$ cat src/rtl/ad400x_multi_read_if.sv
// Sample stream from the AD400x multi-lane reader to the datapath.
// Channel i occupies data[i*ADC_WIDTH +: ADC_WIDTH]; transfer on data_valid & data_ready.
interface ad400x_multi_read_if #(
  parameter int NUM_CH    = 4,
  parameter int ADC_WIDTH = 16
);
  logic [NUM_CH*ADC_WIDTH-1:0] data;
  logic                        data_valid;
  logic                        data_ready;

  modport master (output data, output data_valid, input data_ready);
  modport slave  (input data, input data_valid, output data_ready);
endinterface

$ cat src/rtl/ad400x_multi_read.sv
// Multi-lane AD400x reader (3-wire CS mode): shared CNV/SCK, NUM_CH parallel SDO captures.
// Define ADC_AVG_EN to publish the truncated mean of 2^AVG_LOG2 conversions instead of each one.
module ad400x_multi_read #(
  parameter int ADC_WIDTH     = 16,
  parameter int NUM_CH        = 4,
  parameter int CONV_CYCLES   = 50,
  parameter int SCK_DIV       = 2,
  parameter int SAMPLE_PERIOD = 100,
  parameter int AVG_LOG2      = 2
) (
  input  logic                clk,
  input  logic                sreset,
  input  logic                continuous,
  input  logic                start,
  input  logic [NUM_CH-1:0]   sdo,
  output logic                cnv,
  output logic                sck,
  output logic                busy,
  output logic                overrun,
  input  logic                overrun_clr,
  ad400x_multi_read_if.master sample
);
  localparam int DATA_W = NUM_CH * ADC_WIDTH;
  localparam int CONV_W = $clog2(CONV_CYCLES + 1);
  localparam int DIV_W  = $clog2(SCK_DIV + 1);
  localparam int BIT_W  = $clog2(ADC_WIDTH + 1);
  localparam int PER_W  = $clog2(SAMPLE_PERIOD + 1);

  if (ADC_WIDTH < 8 || ADC_WIDTH > 24 || NUM_CH < 1 || NUM_CH > 16 ||
      CONV_CYCLES < 2 || SCK_DIV < 1 || AVG_LOG2 < 0) begin : g_bad_params
    $error("ad400x_multi_read: parameter out of range");
  end

  typedef enum logic [1:0] {IDLE, CONV, SHIFT, DONE} state_t;

  state_t            state_reg;
  logic [CONV_W-1:0] conv_cnt_reg;
  logic [DIV_W-1:0]  div_cnt_reg;
  logic [BIT_W-1:0]  bit_cnt_reg;
  logic [PER_W-1:0]  period_cnt_reg;
  logic              cnv_reg, sck_reg, busy_reg, valid_reg, overrun_reg;
  logic [DATA_W-1:0] data_reg;
  logic [DATA_W-1:0] publish_data;
  logic              capture_en, publish, handshake;

  // Every lane samples SDO on the clk edge that raises SCK.
  assign capture_en = (state_reg == SHIFT) && (div_cnt_reg == '0) && !sck_reg;
  assign handshake  = valid_reg && sample.data_ready;

`ifdef ADC_AVG_EN
  localparam int CNT_W = (AVG_LOG2 > 0) ? AVG_LOG2 : 1;
  logic [CNT_W-1:0] avg_cnt_reg;
  logic             last_conv;

  assign last_conv = (avg_cnt_reg == CNT_W'((1 << AVG_LOG2) - 1));
  assign publish   = (state_reg == DONE) && last_conv;

  always_ff @(posedge clk) begin
    if (sreset) begin
      avg_cnt_reg <= '0;
    end else if (state_reg == DONE) begin
      avg_cnt_reg <= last_conv ? '0 : avg_cnt_reg + 1'b1;
    end
  end
`else
  assign publish = (state_reg == DONE);
`endif

  for (genvar gi = 0; gi < NUM_CH; gi++) begin : g_lane
    logic [ADC_WIDTH-1:0] shreg_reg;

    always_ff @(posedge clk) begin
      if (sreset) begin
        shreg_reg <= '0;
      end else if (capture_en) begin
        shreg_reg <= {shreg_reg[ADC_WIDTH-2:0], sdo[gi]};
      end
    end

`ifdef ADC_AVG_EN
    localparam int ACC_W = ADC_WIDTH + AVG_LOG2;
    logic [ACC_W-1:0] acc_reg;
    logic [ACC_W-1:0] acc_next;

    assign acc_next = acc_reg + ACC_W'(shreg_reg);

    always_ff @(posedge clk) begin
      if (sreset) begin
        acc_reg <= '0;
      end else if (state_reg == DONE) begin
        acc_reg <= last_conv ? '0 : acc_next;
      end
    end

    assign publish_data[gi*ADC_WIDTH +: ADC_WIDTH] = ADC_WIDTH'(acc_next >> AVG_LOG2);
`else
    assign publish_data[gi*ADC_WIDTH +: ADC_WIDTH] = shreg_reg;
`endif
  end

  always_ff @(posedge clk) begin
    if (sreset) begin
      state_reg      <= IDLE;
      conv_cnt_reg   <= '0;
      div_cnt_reg    <= '0;
      bit_cnt_reg    <= '0;
      period_cnt_reg <= '0;
      cnv_reg        <= 1'b0;
      sck_reg        <= 1'b0;
      busy_reg       <= 1'b0;
      valid_reg      <= 1'b0;
      overrun_reg    <= 1'b0;
      data_reg       <= '0;
    end else begin
      if (period_cnt_reg != '0) begin
        period_cnt_reg <= period_cnt_reg - 1'b1;
      end

      case (state_reg)
        IDLE: begin
          if ((continuous && period_cnt_reg == '0) || (!continuous && start)) begin
            cnv_reg        <= 1'b1;
            busy_reg       <= 1'b1;
            conv_cnt_reg   <= CONV_W'(CONV_CYCLES - 1);
            period_cnt_reg <= PER_W'(SAMPLE_PERIOD - 1);
            state_reg      <= CONV;
          end
        end
        CONV: begin
          if (conv_cnt_reg == '0) begin
            cnv_reg     <= 1'b0;
            div_cnt_reg <= DIV_W'(SCK_DIV - 1);
            bit_cnt_reg <= BIT_W'(ADC_WIDTH - 1);
            state_reg   <= SHIFT;
          end else begin
            conv_cnt_reg <= conv_cnt_reg - 1'b1;
          end
        end
        SHIFT: begin
          if (div_cnt_reg != '0) begin
            div_cnt_reg <= div_cnt_reg - 1'b1;
          end else begin
            div_cnt_reg <= DIV_W'(SCK_DIV - 1);
            if (!sck_reg) begin
              sck_reg <= 1'b1;
            end else begin
              sck_reg <= 1'b0;
              if (bit_cnt_reg == '0) begin
                state_reg <= DONE;
              end else begin
                bit_cnt_reg <= bit_cnt_reg - 1'b1;
              end
            end
          end
        end
        DONE: begin
          busy_reg  <= 1'b0;
          state_reg <= IDLE;
        end
        default: state_reg <= IDLE;
      endcase

      // A fresh sample overrides a same-cycle handshake; newest data always wins.
      if (publish) begin
        data_reg  <= publish_data;
        valid_reg <= 1'b1;
      end else if (handshake) begin
        valid_reg <= 1'b0;
      end

      if (publish && valid_reg && !sample.data_ready) begin
        overrun_reg <= 1'b1;
      end else if (overrun_clr) begin
        overrun_reg <= 1'b0;
      end
    end
  end

  assign cnv               = cnv_reg;
  assign sck               = sck_reg;
  assign busy              = busy_reg;
  assign overrun           = overrun_reg;
  assign sample.data       = data_reg;
  assign sample.data_valid = valid_reg;
endmodule

$ cat src/flat_wrapper.sv
// flat-port wrapper written by rule: the top's interface ports become plain ports
module ad400x_multi_read_flat 
#(
  parameter int ADC_WIDTH     = 16,
  parameter int NUM_CH        = 4,
  parameter int CONV_CYCLES   = 50,
  parameter int SCK_DIV       = 2,
  parameter int SAMPLE_PERIOD = 100,
  parameter int AVG_LOG2      = 2
)
  (clk, sreset, continuous, start, sdo, cnv, sck, busy, overrun, overrun_clr, sample_data, sample_data_valid, sample_data_ready);
  ad400x_multi_read_if #(.NUM_CH(NUM_CH), .ADC_WIDTH(ADC_WIDTH)) sample_i ();
  input  logic clk;
  input  logic sreset;
  input  logic continuous;
  input  logic start;
  input  logic [NUM_CH-1:0] sdo;
  output logic cnv;
  output logic sck;
  output logic busy;
  output logic overrun;
  input  logic overrun_clr;
  output wire logic [$bits(sample_i.data)-1:0] sample_data;
  output wire logic [$bits(sample_i.data_valid)-1:0] sample_data_valid;
  input wire logic [$bits(sample_i.data_ready)-1:0] sample_data_ready;
  assign sample_data = sample_i.data;
  assign sample_data_valid = sample_i.data_valid;
  assign sample_i.data_ready = sample_data_ready;
  ad400x_multi_read #(.ADC_WIDTH(ADC_WIDTH), .NUM_CH(NUM_CH), .CONV_CYCLES(CONV_CYCLES), .SCK_DIV(SCK_DIV), .SAMPLE_PERIOD(SAMPLE_PERIOD), .AVG_LOG2(AVG_LOG2)) u_core (.clk(clk), .sreset(sreset), .continuous(continuous), .start(start), .sdo(sdo), .cnv(cnv), .sck(sck), .busy(busy), .overrun(overrun), .overrun_clr(overrun_clr), .sample(sample_i));
endmodule
$ cat config.mk
export PLATFORM = sky130hd
export DESIGN_NAME = ad400x_multi_read_flat
export DESIGN_NICKNAME = d
export VERILOG_FILES = /design/src/rtl/ad400x_multi_read_if.sv /design/src/rtl/ad400x_multi_read.sv /design/src/flat_wrapper.sv
export SDC_FILE = /design/constraint.sdc
export NUM_CORES = 1
export LEC_CHECK = 0
export CORE_ASPECT_RATIO = 2
export CORE_MARGIN = 2
export CORE_UTILIZATION = 30
export CTS_BUF_LIST = sky130_fd_sc_hd__clkbuf_8
export CTS_CLUSTER_SIZE = 10
export DETAILED_ROUTE_END_ITERATION = 10
export PLACE_DENSITY = 0.57
export SYNTH_ARGS = -nofsm -noshare
export SYNTH_HDL_FRONTEND = slang
export SYNTH_SLANG_ARGS = --single-unit
$ cat constraint.sdc
create_clock -name clk -period 1.9 [get_ports clk]
set_input_delay 0.285 -clock clk [delete_from_list [all_inputs] [get_ports clk]]
set_output_delay 0.285 -clock clk [all_outputs]
set_load 0.02 [all_outputs]
### Word-level counts from Yosys, hierarchy flattened

Index checks and enable logic that the tools add are counted.

| word-level totals | value |
|---|---|
| register bits | 155 |
| bits of input ports | 10 |
| output and inout bits | 69 |
| logic and storage cells | 89 |

| operators by class | value |
|---|---|
| $add $sub $neg | 4 |
| equal/unequal tests | 10 |
| multiplexer cells | 29 |
| bitwise logic cells | 1 |
| reductions and logical operators | 30 |

Operators by type and width:

| operator | count |
|---|---|
| $mux W7 | 3 |
| $mux W5 | 4 |
| $mux W2 | 7 |
| $mux W6 | 2 |
| $pmux W6 S2 | 1 |
| $reduce_bool A2 Y1 | 6 |
| $pmux W5 S2 | 1 |
| $reduce_and A5 Y1 | 2 |
| $ne A2 B2 Y1 const B | 4 |
| $pmux W2 S4 | 1 |
| $logic_and A1 B1 Y1 | 7 |
| $logic_not A7 Y1 | 1 |
| $mux W1 | 7 |
| $reduce_bool A7 Y1 | 1 |
| $sub A7 B1 Y7 const B | 1 |
| $logic_not A6 Y1 | 1 |
| $ne A2 B1 Y1 const B | 3 |
| $reduce_and A2 Y1 | 3 |
| $reduce_and A3 Y1 | 2 |
| $sub A6 B1 Y6 const B | 1 |
| $logic_not A5 Y1 | 1 |
| $sub A5 B1 Y5 const B | 1 |
| $eq A2 B2 Y1 const B | 2 |
| $logic_not A2 Y1 | 2 |
| other kinds (7) | 10 |

### Logic depth before layout (Yosys ltp)

Gate-level depths: netlist (run 1).

| depth | value |
|---|---|
| depth after elaboration | 5 |
| mapped depth | 8 |
| mapped depth without buffers | 6 |

### Worst setup path after synthesis (run 1)

OpenSTA, ideal clock, no wires.

| timing | value |
|---|---|
| kind | flip-flop to flip-flop |
| from | register u_core.state_reg[0] |
| to | register u_core.g_lane[1].shreg_reg[10] |
| setup time | 70 ps |
| arrival time | 1594 ps |
| path slack | 236 ps |
| stages on the path, launching flop included | 9 |
| cells stage by stage | dfxtp_1 inv_1 ha_1 buf_2 inv_1 nor4_4 clkbuf_1 nand2_1 a21oi_1 |

| between the ends | value |
|---|---|
| cells in the longest elaborated chain, start to end | 3 |

RTL lines:

| element | line | RTL |
|---|---|---|
| start, declared | ad400x_multi_read.sv:36 | `state_t state_reg;` |
| start signal, assigned | ad400x_multi_read.sv:103 | `state_reg <= IDLE;` |
| start signal, assigned | ad400x_multi_read.sv:126 | `state_reg <= CONV;` |
| start signal, assigned | ad400x_multi_read.sv:134 | `state_reg <= SHIFT;` |
| $eq A2 B2 Y1 | ad400x_multi_read.sv:47 | `assign capture_en = (state_reg == SHIFT) && (div_cnt_reg == '0) && !sck_reg;` |
| $logic_and A1 B1 Y1 (2 in a row) | ad400x_multi_read.sv:47 |  |
| end signal, assigned | ad400x_multi_read.sv:76 | `shreg_reg <= {shreg_reg[ADC_WIDTH-2:0], sdo[gi]};` |
| end, declared | ad400x_multi_read.sv:70 | `logic [ADC_WIDTH-1:0] shreg_reg;` |

Every way passes these cells.
A chain may end at the register's enable or synchronous reset.

### Worst setup path after layout (run 1)

| timing | value |
|---|---|
| from | register u_core.state_reg[0] |
| to | register u_core.g_lane[3].shreg_reg[3] |

| between the ends | value |
|---|---|
| cells in the longest elaborated chain, start to end | 3 |

RTL lines:

| element | line |
|---|---|
| $eq A2 B2 Y1 | ad400x_multi_read.sv:47 |
| $logic_and A1 B1 Y1 (2 in a row) | ad400x_multi_read.sv:47 |
| end signal, assigned | ad400x_multi_read.sv:76 |
| end, declared | ad400x_multi_read.sv:70 |

Every way passes these cells.

==> out/qor.log, run 1 <==
[routing] number of detailed-routing iterations run before antenna repair 4
[synthesis] syn nets 678
[clock_network] clock buffer depth 2
[synthesis] leading cell type by number of instances after synthesis dfxtp_1
[setup_path] category of the worst setup path capture point flop
[global_routing] met2 usage in global routing 23.55%
[setup_path] Worst setup endpoint u_core.g_lane[3].shreg_reg[3]
[clock_network] clk_lat worst skew 0.45 ns
[cells_and_area] utilization after layout 39.01%
[sta] Max Fclk 555.6 MHz
[sta] worst hold margin 0.2171 ns
[setup_path] critical path startpoint u_core.state_reg[0]
[sta] clock period minus final worst setup slack 1.800 ns
[synthesis] compound-cell area share of the yosys netlist 11.78%
[synthesis] yosys warns 0
[routing] vias after detailed routing 4708
[clock_network] clock-pin transition on the worst setup and hold timing paths 0.09 ns
[synthesis] Post-Synth Simple-Gate Area 18.36%
[clock_network] library cell used as clock root buffer clkbuf_8
[pwr] total power divided by cell area 1186 mW/mm^2
[floorplanning] IO Pins 79
[synthesis] ys async rst share 0%
[sta] final hold vios 0
[floorplanning] height of the die 202.9 um
[pwr] worst vdd ir 535.3 uV
[sta] worst setup slack after layout 0.1003 ns
[clock_network] total CTS buffers 17
[synthesis] dominant register cell in the synthesized netlist dfxtp_1
[global_routing] met3 Usage GRT 2.960%
[sta] endpoints failing setup 0
[synthesis] main combinational cell family by area after synthesis simple AND/OR/NAND/NOR gates
[setup_path] signal arrival time at the worst endpoint 2.16 ns
[synthesis] most area-consuming cells after synthesis dfxtp_1 52%, mux2i_1 11%, nand2_1 8.5%
[synthesis] synthesized-area fraction occupied by xor and xnor cells 0.4426%
[floorplanning] Die Area 0.02100 sq mm
[sta] actual transition at the worst max-transition pin 0.4775 ns
[routing] Final Routed Wirelength 13.60 mm
[routing] per-cell via count in the routed design 4.675
[global_routing] all-layer global routing usage 13.35%
[global_routing] GRT Residual Overflow 0
[global_routing] first-pass GRT wire length 22.00 mm
[global_routing] most used routing layer met2
[synthesis] flops & latches, synth 155
[cells_and_area] area growth from synthesis to final layout 27.25%
[synthesis] ranking of synthesized cells by instance count 155 x dfxtp_1, 135 x nand2_1, 80 x nor2_1
[sta] final critical-path share of the clock period 94.72%
[setup_path] category of the most critical setup path reg2reg
[pwr] Lkg Pwr 0.002507 uW
[setup_path] capture instance of the worst register-to-register path u_core.g_lane[3].shreg_reg[3]
[global_routing] via count of the first global-routing pass 4522
[synthesis] top cell type by total area after synthesis dfxtp_1
[floorplanning] initial cell density of the core 30.65%
[sta] total count of max-transition violations in the final report 0
[floorplanning] chip width 103.5 um
[clock_network] CTS tree done
[synthesis] fraction of post-synthesis cell area in the top cell type by area 52.27%
[placement] placed wire-length estimate 8.855 mm
[sta] worst-case clock skew 0.01681 ns
[clock_network] CTS H-tree depth 4
[hold_path] worst hold-check path type in2reg
[clock_network] clock sinks 155
[cells_and_area] final std cell area, no fill 0.007555 sq mm
[setup_path] critical path startpoint category flop
[outcome] run status complete, no violations
[routing] routed len/inst 13.50 um
[cells_and_area] Antenna Diode Count 0
[global_routing] initial antenna violation count 0
[routing] number of DRC markers after the initial detailed-route iteration 154
[sta] Relative slew margins 68.02%
[flow_run] max capacitance violation total 0
[setup_path] worst path required time 2.26 ns
[placement] final weighted congestion in routability-driven placement 0.8228
[floorplanning] number of core rows 72
[floorplanning] Floorplan Core Area 0.01937 sq mm
[setup_path] startpoint of the worst register-to-register path u_core.state_reg[0]
[synthesis] sequential fraction of the synthesis area 52.27%
[setup_path] R2R cell count 8
[synthesis] Syn Area/Cell 9.023 sq um
[placement] Setup WS pre-CTS -0.1274 ns
[placement] Port Buffer Count 78
[synthesis] mapped cell area 0.005937 sq mm
[synthesis] adder and majority gate portion of the synthesized area 2.107%
[cells_and_area] share of final-layout standard cells stronger than drive strength 1 9.358%
[routing] number of remaining DRC errors 0
[placement] placed inst area 0.007122 sq mm
[pwr] total power 8962 uW
[routing] number of nets still failing antenna checks after routing 0
[setup_path] CP max FO 33
[synthesis] multiplexer fraction of the synthesized cell area 11.32%
[hold_path] Hold Path Stages 2
[global_routing] largest net degree at the start of global routing 69
[cells_and_area] post-layout net count 755
[synthesis] post-synthesis cell type count 45
[synthesis] Post-Syn Instances 658
[setup_path] Register-to-Register Setup Slack 0.10 ns
[synthesis] number of enable flip-flop cells after synthesis 0
[global_routing] fraction of met1 tracks used by global routing 14.56%
-- repair_timing --
action | in CTS | in global routing
endpoints found under the hold margin | 0 | 0
gates resized for setup | 4 | 9
pin swaps | 0 | 3
hold buffers | 0 | 0
setup buffers | 0 | 2
cloned | 0 | 0
setup endpoints to repair | 4 | 75
-- through the flow --
stage | TNS [ns] | cells
floorplan | 0 | 658
global placement | -0.01411 | 973
detailed placement | -0.2097 | 973
CTS | -0.01471 | 1005
global route | -0.01047 | 1007
finish | 0 | 1007
-- worst max-delay path: stages, from the launching register on --
cell and delay [ns]:
dfxtp_2 0.36, inv_2 0.10, ha_4 0.20, clkinvlp_4 0.18
nor4_4 0.29, buf_4 0.18, buf_12 0.19, nand2_1 0.07
a21oi_1 0.13
-- cells by family (layout without fill, tap and decap cells) --
kind of cell    Yosys count  after routing
mux                      67             67
buf+inv                  54            144
xor+xnor                  3              3
flops                   155            155
simple gates            250            250
fa+ha+maj                10             10
compound gates          119            119
-- worst min path at each step --
| stage | slack, ns | start | end |
|---|---|---|---|
| CTS | 0.17 | sreset | u_core.sample.data[2] |
| finish | 0.22 | sreset | u_core.sample.data[2] |
| floorplan | 0.42 | sdo[0] | u_core.g_lane[0].shreg_reg[0] |
| global placement | 0.45 | u_core.g_lane[3].shreg_reg[15] | u_core.g_lane[3].shreg_reg[15] |
| global route | 0.20 | sreset | u_core.cnv |
| detailed placement | 0.45 | u_core.g_lane[3].shreg_reg[15] | u_core.g_lane[3].shreg_reg[15] |
-- routing by layer --
metal,vias up,wire (um)
li1,2371,-
met1,2235,5467
met2,86,7405
met3,16,397
met4,0,327
met5,-,0
-- layout by cell type (no fill, tap or decap), types with 3 or more instances in the layout --
cell type	n
buf_4	14
mux2i_1	66
a211oi_1	3
nor3_1	4
ha_1	7
clkbuf_8	19
nor2b_1	4
a21o_1	3
or3_1	3
nand2_1	135
clkinvlp_4	6
nor4_4	3
a21oi_1	78
o21a_1	3
clkinv_2	4
a311oi_1	4
a31oi_1	10
dfxtp_1	154
nor3b_1	3
o21ai_0	5
nor2_1	80
buf_12	8
nand2b_1	5
inv_1	13
clkdlybuf4s50_1	76
-- layout make-up --
class,instances,area (sq um)
sequential,155,3104
clock buffer,19,261.5
multi-input combinational,449,2674
inverter,13,52.55
fill,1983,11810
tap,259,324.1
timing repair buffer,99,1035
clock inverter,13,103.9
-- where the power goes --
part,internal [uW],leakage (uW),switching [uW],total [uW]
clock network,1080,0.000182,1210,2300
registers,3470,0.00125,226,3700
logic,1250,0.00107,1720,2970
Power figures use the tool's default switching activity.
==> run 2, diff against run 1 <==
- CORE_MARGIN: 2 -> 3
- CORE_UTILIZATION: 30 -> 57
- CTS_CLUSTER_SIZE: 10 -> default
- PLACE_DENSITY: 0.57 -> 0.9
==> out/qor.log, run 2 (synthesis results as in run 1) <==
[cells_and_area] filler cell count in the final layout 739
[floorplanning] IO Pins 79
[global_routing] GRT Residual Overflow 0
[global_routing] initial antenna violation count 0
[floorplanning] Floorplan Core Area 0.01015 sq mm
[placement] Setup WS pre-CTS -0.03496 ns
[clock_network] clock buffer depth 2
[floorplanning] height of the die 150.3 um
[cells_and_area] share of final-layout standard cells stronger than drive strength 1 9.396%
[sta] actual transition at the worst max-transition pin 0.5745 ns
[setup_path] R2R cell count 8
[setup_path] Critical Path Slowest Stage Cell clkdlybuf4s50_1
[placement] final weighted congestion in routability-driven placement 0.7714
[clock_network] total CTS buffers 17
[pwr] total power 9097 uW
[cells_and_area] most frequent standard cell in the layout excluding fill and tap cells dfxtp_1
[floorplanning] Die Area 0.01175 sq mm
[clock_network] CTS tree done
[global_routing] all-layer global routing usage 23.21%
[sta] worst setup slack after layout 0.09153 ns
[cells_and_area] area growth from synthesis to final layout 24.64%
[sta] Relative slew margins 61.70%
[flow_run] max capacitance violation total 0
[setup_path] signal arrival time at the worst endpoint 1.52 ns
[setup_path] worst path required time 1.62 ns
[cells_and_area] most frequent cells in the layout 152 x dfxtp_1, 135 x nand2_1, 79 x nor2_1, 78 x a21oi_1, 77 x clkdlybuf4s50_1
[sta] worst-case clock skew 0.01311 ns
[floorplanning] number of core rows 52
[routing] number of DRC markers after the initial detailed-route iteration 216
[routing] Final Routed Wirelength 13.28 mm
[routing] routed len/inst 15.09 um
[clock_network] library cell used as clock root buffer clkbuf_8
[global_routing] largest net degree at the start of global routing 66
[routing] vias after detailed routing 4829
[setup_path] category of the most critical setup path reg2out
[setup_path] number of buffer and inverter instances along the worst setup path 1
[cells_and_area] post-layout net count 752
[pwr] total power divided by cell area 1229 mW/mm^2
[sta] Max Fclk 553.0 MHz
[floorplanning] initial cell density of the core 58.49%
[sta] endpoints failing setup 0
[hold_path] Hold Path Stages 2
[setup_path] CP max FO 6
[cells_and_area] Antenna Diode Count 0
[pwr] worst vdd ir 788.7 uV
[hold_path] worst hold-check path type in2reg
[setup_path] cell-by-cell listing of the critical path clkdlybuf4s50_1
[routing] number of remaining DRC errors 0
[setup_path] Register-to-Register Setup Slack 0.10 ns
[floorplanning] chip width 78.17 um
[clock_network] clock sinks 155
[outcome] run status complete, no violations
[setup_path] critical path startpoint category flop
[sta] clock period minus final worst setup slack 1.808 ns
[setup_path] cell depth of the worst setup path 1
[clock_network] clk_lat worst skew 0.44 ns
[pwr] Lkg Pwr 0.002507 uW
[clock_network] clock-pin transition on the worst setup and hold timing paths 0.09 ns
[placement] Port Buffer Count 78
[sta] final hold vios 0
[clock_network] CTS H-tree depth 4
[placement] placed wire-length estimate 8.997 mm
[routing] number of detailed-routing iterations run before antenna repair 4
[global_routing] via count of the first global-routing pass 4774
[setup_path] kind of cell with the highest combined delay on the critical path buffers and inverters
[routing] number of nets still failing antenna checks after routing 0
[setup_path] longest individual stage delay on the worst path 0.64 ns
[setup_path] category of the worst setup path capture point output port
[global_routing] first-pass GRT wire length 21.72 mm
[routing] per-cell via count in the routed design 5.488
[sta] final critical-path share of the clock period 95.18%
[sta] total count of max-transition violations in the final report 0
==> run 2: cell types whose count changed in the layout (fill, tap and decap cells not counted), sizes merged <==
cell	previous run	this run
clkbuf	19	18
inv	14	19
clkinvlp	6	2
dlygate4sd2	1	0
clkinv	5	4
buf	22	19
clkdlybuf4s50	76	77
bufinv	1	2
==> run 2: area by class of cell <==
| type | instances | area, sq um | share of cell area [%] |
|---|---|---|---|
| clock inverter | 14 | 158.9 | 2.147 |
| clock buffer | 18 | 247.7 | 3.348 |
| sequential | 155 | 3107 | 41.99 |
| timing repair buffer | 96 | 1001 | 13.53 |
| inverter | 13 | 52.55 | 0.7102 |
| multi-input combinational | 449 | 2664 | 36.00 |
| tap | 135 | 168.9 | 2.283 |
==> run 2: report_power, final <==
group | switching [uW] | internal, uW
combinational | 1660 | 1190
clock | 1260 | 1230
sequential | 276 | 3470
total | 3200 | 5900
==> run 2: metrics by stage <==
step                      area (sq um)  setup TNS [ns]  cells  hold WS (ns)  util (%)
after floorplan                   5937               0    658        0.4210         -
after global placement            6919               0    846        0.4444     68.17
after detailed placement          6919        -0.06166    846        0.4530     68.17
after CTS                         7342               0    878        0.2989     72.34
after global routing              7400         -0.4626    880        0.3274     72.90
final                             7400               0    880        0.3328     72.90
==> run 2: worst paths after layout <==
path | start | endpoint
max | u_core.sck | sck
min | sreset | u_core.sample.data[62]
max reg2reg | u_core.state_reg[0] | u_core.g_lane[2].shreg_reg[13]
min reg2reg | u_core.g_lane[1].shreg_reg[15] | u_core.g_lane[1].shreg_reg[15]
==> run 2: metal layers <==
layer	global-route usage, %	part of all wire [%]	vias to the layer above
met5	0	0	-
met4	10.42	2.4	0
li1	-	-	2359
met3	6.587	3.5	24
met1	23.86	38	2325
met2	42.87	56	121
==> run 2: what timing repair did <==
action / in CTS / in global routing
pin swaps: 0 / 2
cloned: 0 / 0
endpoints found under the setup margin: 5 / 57
hold buffers: 0 / 0
gates resized for setup: 4 / 12
buffers inserted: 0 / 2
